[src/rtl/sum_out_fifo.sv]
// sum_out_fifo: first-word-fall-through FIFO buffering accumulated sums from the
// 4-sample accumulator. Upstream has no backpressure, so a push into a full FIFO
// with no simultaneous pop drops the word and raises a sticky overflow flag.
// Optional build macro SUM_OUT_FIFO_AVG_EN: present the stored sum divided by 4
// (truncated) on data_out instead of the raw 10-bit sum.
module sum_out_fifo #(
  parameter int unsigned DEPTH = 4
) (
  input  logic                       clk,
  input  logic                       rst,
  input  logic [9:0]                 sum_in,
  input  logic                       sum_valid,
  output logic [9:0]                 data_out,
  output logic                       out_valid,
  input  logic                       out_ready,
  output logic [$clog2(DEPTH):0]     level,
  output logic                       full,
  output logic                       overflow,
  input  logic                       clr_ovf
);

  localparam int unsigned AW = $clog2(DEPTH);
  localparam int unsigned LW = AW + 1;

  logic [9:0]    mem_q [DEPTH];
  logic [AW-1:0] wr_ptr_q, wr_ptr_d;
  logic [AW-1:0] rd_ptr_q, rd_ptr_d;
  logic [LW-1:0] level_q, level_d;
  logic          ovf_q, ovf_d;

  logic          push;
  logic          pop;
  logic          drop;
  logic [9:0]    head;

  // Handshake decode; status flags come from registered state only.
  always_comb begin
    out_valid = (level_q != '0);
    full      = (level_q == LW'(DEPTH));
    pop       = out_valid && out_ready;
    // A pop frees a slot in the same cycle, so a full FIFO still accepts.
    push      = sum_valid && (!full || pop);
    drop      = sum_valid && full && !pop;
  end

  // Next-state for pointers, occupancy and the sticky overflow flag.
  always_comb begin
    wr_ptr_d = wr_ptr_q;
    rd_ptr_d = rd_ptr_q;
    level_d  = level_q;
    ovf_d    = ovf_q;
    if (push) wr_ptr_d = wr_ptr_q + AW'(1);
    if (pop)  rd_ptr_d = rd_ptr_q + AW'(1);
    unique case ({push, pop})
      2'b10:   level_d = level_q + LW'(1);
      2'b01:   level_d = level_q - LW'(1);
      default: level_d = level_q;
    endcase
    // Set wins over clear when a drop and clr_ovf coincide.
    if (drop) begin
      ovf_d = 1'b1;
    end else if (clr_ovf) begin
      ovf_d = 1'b0;
    end
  end

  // Control state with synchronous reset.
  always_ff @(posedge clk) begin
    if (rst) begin
      wr_ptr_q <= '0;
      rd_ptr_q <= '0;
      level_q  <= '0;
      ovf_q    <= 1'b0;
    end else begin
      wr_ptr_q <= wr_ptr_d;
      rd_ptr_q <= rd_ptr_d;
      level_q  <= level_d;
      ovf_q    <= ovf_d;
    end
  end

  // Storage array, intentionally not reset; masked at the output while empty.
  always_ff @(posedge clk) begin
    if (push && !rst) begin
      mem_q[wr_ptr_q] <= sum_in;
    end
  end

  // Output formatting of the head word.
  always_comb begin
    head = mem_q[rd_ptr_q];
    if (!out_valid) begin
      data_out = '0;
    end else begin
`ifdef SUM_OUT_FIFO_AVG_EN
      data_out = {2'b00, head[9:2]};
`else
      data_out = head;
`endif
    end
    level    = level_q;
    overflow = ovf_q;
  end

endmodule

[config.mk]
export PLATFORM = sky130hd
export DESIGN_NAME = sum_out_fifo
export DESIGN_NICKNAME = d
export VERILOG_FILES = /design/src/rtl/sum_out_fifo.sv
export SDC_FILE = /design/constraint.sdc
export NUM_CORES = 1
export LEC_CHECK = 0
export CORE_MARGIN = 2
export CORE_UTILIZATION = 50
export DETAILED_ROUTE_END_ITERATION = 10
export GPL_TIMING_DRIVEN = 0
export PLACE_DENSITY_LB_ADDON = 0.15
export RECOVER_POWER = 25
export SKIP_CTS_REPAIR_TIMING = 1
export SLEW_MARGIN = 20
export SYNTH_ARGS = -nofsm -noshare
export SYNTH_HDL_FRONTEND = slang
export SYNTH_SLANG_ARGS = --single-unit
export TNS_END_PERCENT = 50
[constraint.sdc]
create_clock -name clk -period 2.8 [get_ports clk]
set_clock_uncertainty 0.2 [all_clocks]
set_input_delay 0.56 -clock clk [delete_from_list [all_inputs] [get_ports clk]]
set_output_delay 0.56 -clock clk [all_outputs]
set_load 0.01 [all_outputs]
==> results of run 1 <==
## cells by family after synthesis
kind of cell    count (synthesis)  synth area share
flops                          50             0.654
simple gates                   40             0.115
mux                            15             0.130
buf+inv                        14            0.0292
compound gates                  7            0.0263
fa+ha+maj                       5            0.0327
xor+xnor                        3            0.0123
## state kept, by name (all words and copies together), names as in the netlist, named ones only
signal	count
rd_ptr_q	2
mem_q	40
level	3
wr_ptr_q	2
overflow	1
## per-stage QoR
step	hold slack (ps)	worst slack [ps]	setup TNS (ps)	total power [W]	instances
6_report	348	117	0	0.00216	222
5_1_grt	376	18.3	0	0.00229	222
4_1_cts	347	-180	-1780	0.00215	223
3_5_place_dp	320	172	0	0.00169	215
3_3_place_gp	300	-234	-8870	0.00166	211
2_1_floorplan	282	383	0	0.00137	134
## final timing paths
path / startpoint / endpoint / slack, ps / depth (start not counted)
worst max-delay path: flip-flop / data_out[9] / 120 / 4
worst min register to register: rd_ptr_q[0]$_SDFFE_PP0N_ / rd_ptr_q[0]$_SDFFE_PP0N_ / 350 / 2
worst min-delay path: rd_ptr_q[0]$_SDFFE_PP0N_ / rd_ptr_q[0]$_SDFFE_PP0N_ / 350 / 2
worst max register to register: level[1]$_SDFFE_PP0P_ / level[2]$_SDFFE_PP0P_ / 610 / 6
## cell usage in the layout, fill, tap and decap left out, types with 2 or more instances in the layout
cell / count
sky130_fd_sc_hd__buf_4: 5
sky130_fd_sc_hd__clkdlybuf4s50_1: 20
sky130_fd_sc_hd__xor2_1: 2
sky130_fd_sc_hd__clkbuf_8: 7
sky130_fd_sc_hd__edfxtp_1: 40
sky130_fd_sc_hd__dlygate4sd3_1: 7
sky130_fd_sc_hd__mux4_2: 10
sky130_fd_sc_hd__dfxtp_2: 2
sky130_fd_sc_hd__nand2b_1: 5
sky130_fd_sc_hd__nor3b_2: 4
sky130_fd_sc_hd__inv_1: 5
sky130_fd_sc_hd__nor2b_1: 13
sky130_fd_sc_hd__a31oi_1: 2
sky130_fd_sc_hd__nor2_1: 12
sky130_fd_sc_hd__mux2i_1: 2
sky130_fd_sc_hd__mux2_1: 2
sky130_fd_sc_hd__buf_2: 4
sky130_fd_sc_hd__ha_1: 4
sky130_fd_sc_hd__dfxtp_1: 8
## worst max-delay path, cell delays in order, from the launching register on
cell	delay, ps
sky130_fd_sc_hd__dfxtp_2	350
sky130_fd_sc_hd__buf_12	150
sky130_fd_sc_hd__mux4_2	490
sky130_fd_sc_hd__nor2b_1	140
sky130_fd_sc_hd__clkdlybuf4s50_1	480
## power by group
part	leakage, nW	total [W]	internal [W]	switching [W]
clock	0.0544	0.000460	0.000226	0.000234
sequential	0.446	0.000910	0.000866	0.0000447
combinational	0.400	0.000792	0.000451	0.000341
total	0.900	0.00216	0.00154	0.000620
## routing by layer
layer  part of all wire  wire [µm]  vias up  GRT usage
li1                   -          -      567          -
met1               0.46       1690      578      0.225
met4              0.021         77        0     0.0850
met3              0.034        127        4     0.0480
met5                  0          0        -          0
met2               0.49       1810       28      0.268
## layout make-up
cell class	count	area (µm²)	area share
Multi-Input combinational cell	70	703	0.265
Timing Repair Buffer	31	300	0.113
Tap cell	50	62.6	0.0236
Clock inverter	1	8.76	0.00330
Sequential cell	50	1400	0.529
Buffer	8	58.8	0.0222
Clock buffer	7	96.3	0.0363
Inverter	5	18.8	0.00708
==> out/metrics.csv, run 1 <==
metric,value,unit
synth warn,0,
total die area,0.00482,mm²
Pwr per Cell Area,815,mW/mm²
largest driver fanout on the critical path,10,
Synth Flop Type,sky130_fd_sc_hd__edfxtp_1,
Avg Synthesized Cell Area,16.0,µm²
Die W,69.5,µm
pin count of the biggest net entering global routing,16,
endpoint kind of the worst setup timing path,primary output,
leading cell type by number of instances after synthesis,sky130_fd_sc_hd__edfxtp_1,
total of flip-flops plus latches after synthesis,50,
area after detailed placement,0.00252,mm²
post-CTS clock slew at the launch and capture registers of the worst setup and hold paths,90,ps
Post-Syn Area,0.00214,mm²
"Period Utilization, post-route",0.958,
Detail Route Antenna Nets,0,
standard-cell row count,23,
Pleak,0.900,nW
sequential cell area fraction in the yosys report,0.654,
Layout Cell Area excl Fill,0.00265,mm²
Post-Synthesis Net Count,154,
library cell used as clock root buffer,sky130_fd_sc_hd__clkbuf_8,
post-detailed-route DRC marker count,0,
Synth Instances,134,
peak ir drop on the vdd network,0.448,mV
num ports,31,
hold violation total from the final report,0,
time the worst path needs with I/O delays and setup,2680,ps
Total Wirelength,3710,µm
main area contributors after synthesis,"sky130_fd_sc_hd__edfxtp_1, sky130_fd_sc_hd__mux4_2, sky130_fd_sc_hd__dfxtp_1, sky130_fd_sc_hd__nor2b_1, sky130_fd_sc_hd__ha_1",
kind of critical path,flip-flop to primary output,
"EDFF count, synth",40,
initial core utilization,0.528,
CP Data Arrival Time,1920,ps
critical path required time,2040,ps
remaining global-route overflow,0,
post-DP HPWL,2610,µm
Via Count,1177,
iteration count of the initial detailed-routing pass,5,
Synth top area share,0.561,
Skew-Pair Late Insertion Delay,310,ps
headroom to the max-slew limit,0.723,
max-capacitance violation count,0,
routed len/inst,16.7,µm
final number of setup-violating endpoints,0,
final weighted congestion in routability-driven placement,0.764,
clock tree from TritonCTS,yes,
post-synthesis cell type with the largest combined area,sky130_fd_sc_hd__edfxtp_1,
vias per inst,5.30,
worst-margin pin slew,414,ps
count of final max-slew check failures,0,
proportion of layout cells with a drive suffix above 1,0.233,
total number of nets in the final design,191,
Initial DRC Count,102,
clk buf depth,2,
number of clock sinks,50,
number of H-tree branching levels,2,
global-route wire length before repair,6190,µm
total track usage,0.173,
setup repair after global routing missed its margin,false,
Critical Path Source Type,flip-flop,
Ant. Diodes,0,
top cells by instance count after synthesis,"sky130_fd_sc_hd__edfxtp_1, sky130_fd_sc_hd__nor2b_1, sky130_fd_sc_hd__nor2_1, sky130_fd_sc_hd__dfxtp_1, sky130_fd_sc_hd__mux4_2",
antenna violations before repair,0,
share of async-settable or async-resettable flops after synthesis,0,
area delta synth->final,23.8,%
Port Buffer Count,27,
floorplan core area,0.00406,mm²
number of buffers inserted during clock tree synthesis,5,
number of inserted filler cells in the final layout,299,
vertical extent of the die,69.5,µm
via count of the first global-routing pass,1204,
post-synth cell types,30,
status,"complete, no violations",
path type of the worst min-delay path,flip-flop to flip-flop,
final core utilization,0.654,
fmax,373,MHz
No activity file was read; power rests on OpenSTA's default activity.
==> run 2: changes to the inputs <==
==> constraint.sdc (replaced) <==
create_clock -name clk -period 2.8 [get_ports clk]
set_clock_uncertainty 0.2 [all_clocks]
set_input_delay 0.56 -clock clk [delete_from_list [all_inputs] [get_ports clk]]
set_output_delay 0.56 -clock clk [all_outputs]
set_load 0.02 [all_outputs]
==> out/metrics.csv, run 2 (same netlist as run 1, synthesis figures left out) <==
metric,value,unit
launching point of the worst reg2reg path,level[1]$_SDFFE_PP0P_,
headroom to the max-slew limit,0.727,
critical path required time,2040,ps
total die area,0.00482,mm²
number of buffers inserted during clock tree synthesis,5,
endpoint kind of the worst setup timing path,primary output,
post-CTS clock slew at the launch and capture registers of the worst setup and hold paths,90,ps
iteration count of the initial detailed-routing pass,4,
total number of nets in the final design,191,
proportion of layout cells with a drive suffix above 1,0.227,
routed len/inst,16.8,µm
count of final max-slew check failures,0,
"leading cell type in the layout, fill and taps excluded",sky130_fd_sc_hd__edfxtp_1,
vias per inst,5.32,
time the worst path needs with I/O delays and setup,2630,ps
Via Count,1180,
area after detailed placement,0.00252,mm²
post-DP HPWL,2610,µm
most frequent cells in the layout,"sky130_fd_sc_hd__edfxtp_1, sky130_fd_sc_hd__nor2b_1, sky130_fd_sc_hd__nor2_1",
peak ir drop on the vdd network,0.475,mV
setup repair after global routing missed its margin,false,
hold violation total from the final report,0,
Pwr per Cell Area,829,mW/mm²
cell count of the worst reg-to-reg path,6,
total track usage,0.173,
largest driver fanout on the critical path,10,
via count of the first global-routing pass,1204,
final number of setup-violating endpoints,0,
Hold Path Depth,2,
Layout Cell Area excl Fill,0.00267,mm²
"Period Utilization, post-route",0.939,
reg2reg setup slack,610,ps
Total Power,0.00221,W
max-capacitance violation count,0,
register containing the most flip-flops in the final layout,mem_q,
area delta synth->final,24.5,%
vertical extent of the die,69.5,µm
clock tree from TritonCTS,yes,
Skew-Pair Late Insertion Delay,300,ps
kind of critical path,flip-flop to primary output,
CP Data Arrival Time,1870,ps
Total Wirelength,3740,µm
final weighted congestion in routability-driven placement,0.764,
number of clock sinks,50,
initial core utilization,0.528,
Die W,69.5,µm
Pleak,1.05,nW
sequential cell area,0.00140,mm²
pin count of the biggest net entering global routing,16,
antenna violations before repair,0,
floorplan core area,0.00406,mm²
worst-margin pin slew,408,ps
post-detailed-route DRC marker count,0,
standard-cell row count,23,
clk buf depth,2,
Detail Route Antenna Nets,0,
global-route wire length before repair,6190,µm
fmax,380,MHz
Critical Path Source Type,flip-flop,
number of H-tree branching levels,2,
remaining global-route overflow,0,
library cell used as clock root buffer,sky130_fd_sc_hd__clkbuf_8,
area of the multi-input gates,703,µm²
number of inserted filler cells in the final layout,298,
path type of the worst min-delay path,flip-flop to flip-flop,
Ant. Diodes,0,
endpoint of the most critical register-to-register path,level[2]$_SDFFE_PP0P_,
num ports,31,
Port Buffer Count,27,
status,"complete, no violations",
worst hold path startpoint,rd_ptr_q[0]$_SDFFE_PP0N_,
Initial DRC Count,97,
endpoint of the worst hold path,rd_ptr_q[0]$_SDFFE_PP0N_,
number of flip-flops under the largest register name,40,
==> run 2: critical path, stage by stage (launching register included) <==
cell and delay (ps):
sky130_fd_sc_hd__dfxtp_1 320, sky130_fd_sc_hd__buf_2 170, sky130_fd_sc_hd__nor3_2 230, sky130_fd_sc_hd__clkbuf_4 260, sky130_fd_sc_hd__inv_1 50, sky130_fd_sc_hd__clkdlybuf4s50_1 530
==> run 2: layout make-up <==
type                       instances  area share
timing repair buffer              31       0.122
clock inverter                     1     0.00328
sequential                        50       0.526
tap                               50      0.0235
multi-input combinational         70       0.264
clock buffer                       7      0.0361
inverter                           5     0.00704
buffer                             8      0.0188
==> run 2: stage by stage <==
step,TNS [ps],hold slack [ps],setup WS [ps],std cells,util
2_1_floorplan,0,282,378,134,-
3_3_place_gp,-8870,300,-234,211,0.610
3_5_place_dp,0,320,112,215,0.622
4_1_cts,-2440,347,-240,223,0.648
5_1_grt,0,376,53.1,222,0.657
6_report,0,348,171,222,0.657
==> run 2: power breakdown <==
part           internal, W  switching, W  leakage [nW]  total, W
Clock             0.000227      0.000237        0.0544  0.000463
Sequential        0.000864     0.0000422         0.446  0.000906
Combinational     0.000422      0.000421         0.550  0.000843
==> run 2: per-layer routing <==
metal	track usage	share of wire	routed length, µm	vias up
met3	0.0480	0.036	136	4
li1	-	-	-	566
met4	0.0850	0.021	77	0
met1	0.225	0.45	1680	584
met5	0	0	0	-
met2	0.268	0.49	1840	26
==> run 2: how the worst max path moves through the flow <==
stage / startpoint / end / cells after the start
2_1_floorplan: out_ready / mem_q[2][0]$_DFFE_PP_ / 4
3_3_place_gp: out_ready / mem_q[0][6]$_DFFE_PP_ / 4
3_5_place_dp: level[2]$_SDFFE_PP0P_ / data_out[0] / 5
4_1_cts: level[2]$_SDFFE_PP0P_ / data_out[0] / 5
5_1_grt: level[2]$_SDFFE_PP0P_ / out_valid / 5
6_report: level[2]$_SDFFE_PP0P_ / out_valid / 5
==> edit: new RTL, settings of run 2 <==
`DEPTH`: 4 -> 8.
--- a/src/rtl/sum_out_fifo.sv
+++ b/src/rtl/sum_out_fifo.sv
@@ -4,7 +4,7 @@
 // Optional build macro SUM_OUT_FIFO_AVG_EN: present the stored sum divided by 4
 // (truncated) on data_out instead of the raw 10-bit sum.
 module sum_out_fifo #(
-  parameter int unsigned DEPTH = 4
+  parameter int unsigned DEPTH = 8
 ) (
   input  logic                       clk,
   input  logic                       rst,
Ports: changed (resized level); port bits go from 31 to 32. No check against the original RTL was run, so the function may have changed too.
==> edit against run 2 <==
- the run now ends with setup timing left
- worst setup slack worse by 330 ps
- area after synthesis up 78%
- wire length up 89%
- first-iteration DRC count up 2.1%
- cell area up 73%
- power up 66%
- critical path depth unchanged
- clock power up 88%
- sequential cell count up 44
- count of clock-buffer cells in the layout up 4
- critical path type unchanged
- critical endpoint is now data_out[7]
- largest cell class unchanged
- largest power group unchanged
- highest routed layer unchanged
==> edit: results (changes against run 2) <==
[status]
status = finished with violations
violations = setup timing

[global_route]
grt_max_degree = 17  ; +1
grt_pass1_vias = 2054  ; +71%
grt_pass1_wl_um = 11240  ; +82%

[placement]
placed_area_um2 = 4347  ; +72%
dpl.hpwl_um = 4619  ; +77%
pre_cts_slack_ps = -460.3  ; -572.6 ps
portBuffers = 31  ; +15%

[final_layout]
drive_above_1_share_pct = 26.22  ; +3.5 points
nFillCells = 551  ; +85%
final_cell_count_no_fill = 366  ; +65%

[sta]
tightest_slew_ps = 920.5  ; +512.5 ps
whs_ps = 286.8  ; -61.06 ps
layout_setup_ws_ps = -159.0  ; -329.9 ps
setup_viol = 1  ; +1

[power]
p_leak_uw = 0.001598  ; +52%
irDropWorstVdd_uv = 490.7  ; +3.4%

[worst_hold_path]
holdPathEnd = overflow$_SDFFE_PP0P_

[routing]
drtIter0Drc = 99  ; +2.1%
avgViaCountPerCell = 5.637  ; +6.0%

[critical_path]
worstReg2RegEnd = mem_q[0][8]$_DFFE_PP_
r2r-start = level[0]$_SDFFE_PP0P_

[synth]
syn_inst = 216  ; +61%
synth_cell_type_count = 35  ; +17%

[cts]
htreeDepth = 3  ; +1

-- edit: cell families after synthesis --
family / share of synthesized area, %
compound gates: 3.504
buf+inv: 2.063
xor+xnor: 1.604
flops: 70.20
simple gates: 6.712
fa+ha+maj: 0.9824
mux: 14.93
-- edit: worst max path at each step --
stage	slack (ps)	end
3_3_place_gp	-1200	mem_q[1][8]$_DFFE_PP_
4_1_cts	-580	data_out[4]
5_1_grt	-260	data_out[7]
6_report	-160	data_out[7]
2_1_floorplan	220	mem_q[1][0]$_DFFE_PP_
3_5_place_dp	-460	mem_q[6][8]$_DFFE_PP_
-- edit: report_power, final --
group | total, uW | internal (uW) | leakage, uW | switching [uW]
clock | 870 | 406 | 0.0000933 | 465
combinational | 1180 | 565 | 0.000667 | 619
sequential | 1610 | 1570 | 0.000837 | 36.3
-- edit: final cells by class --
| class | count | area (um2) | share of cell area [%] |
|---|---|---|---|
| sequential | 94 | 2684 | 58.29 |
| clock inverter | 5 | 40.04 | 0.8696 |
| inverter | 3 | 11.26 | 0.2446 |
| multi-input combinational | 105 | 1112 | 24.16 |
| buffer | 13 | 85.08 | 1.848 |
| timing repair buffer | 36 | 385.4 | 8.370 |
| tap | 99 | 123.9 | 2.690 |
| clock buffer | 11 | 162.7 | 3.533 |
-- edit: routing by layer --
metal	vias to the layer above	global-route usage (%)	wire [um]
li1	939	-	-
met1	1073	26.57	3363
met2	41	28.00	3403
met3	10	2.739	195
met4	0	6.818	104
met5	-	0	0
-- edit: worst max-delay path: stages (launching register included) --
cell and delay [ps]:
dfxtp_1 380, buf_6 210, mux4_2 530, mux2i_1 140, nor2_1 60, clkdlybuf4s50_1 540
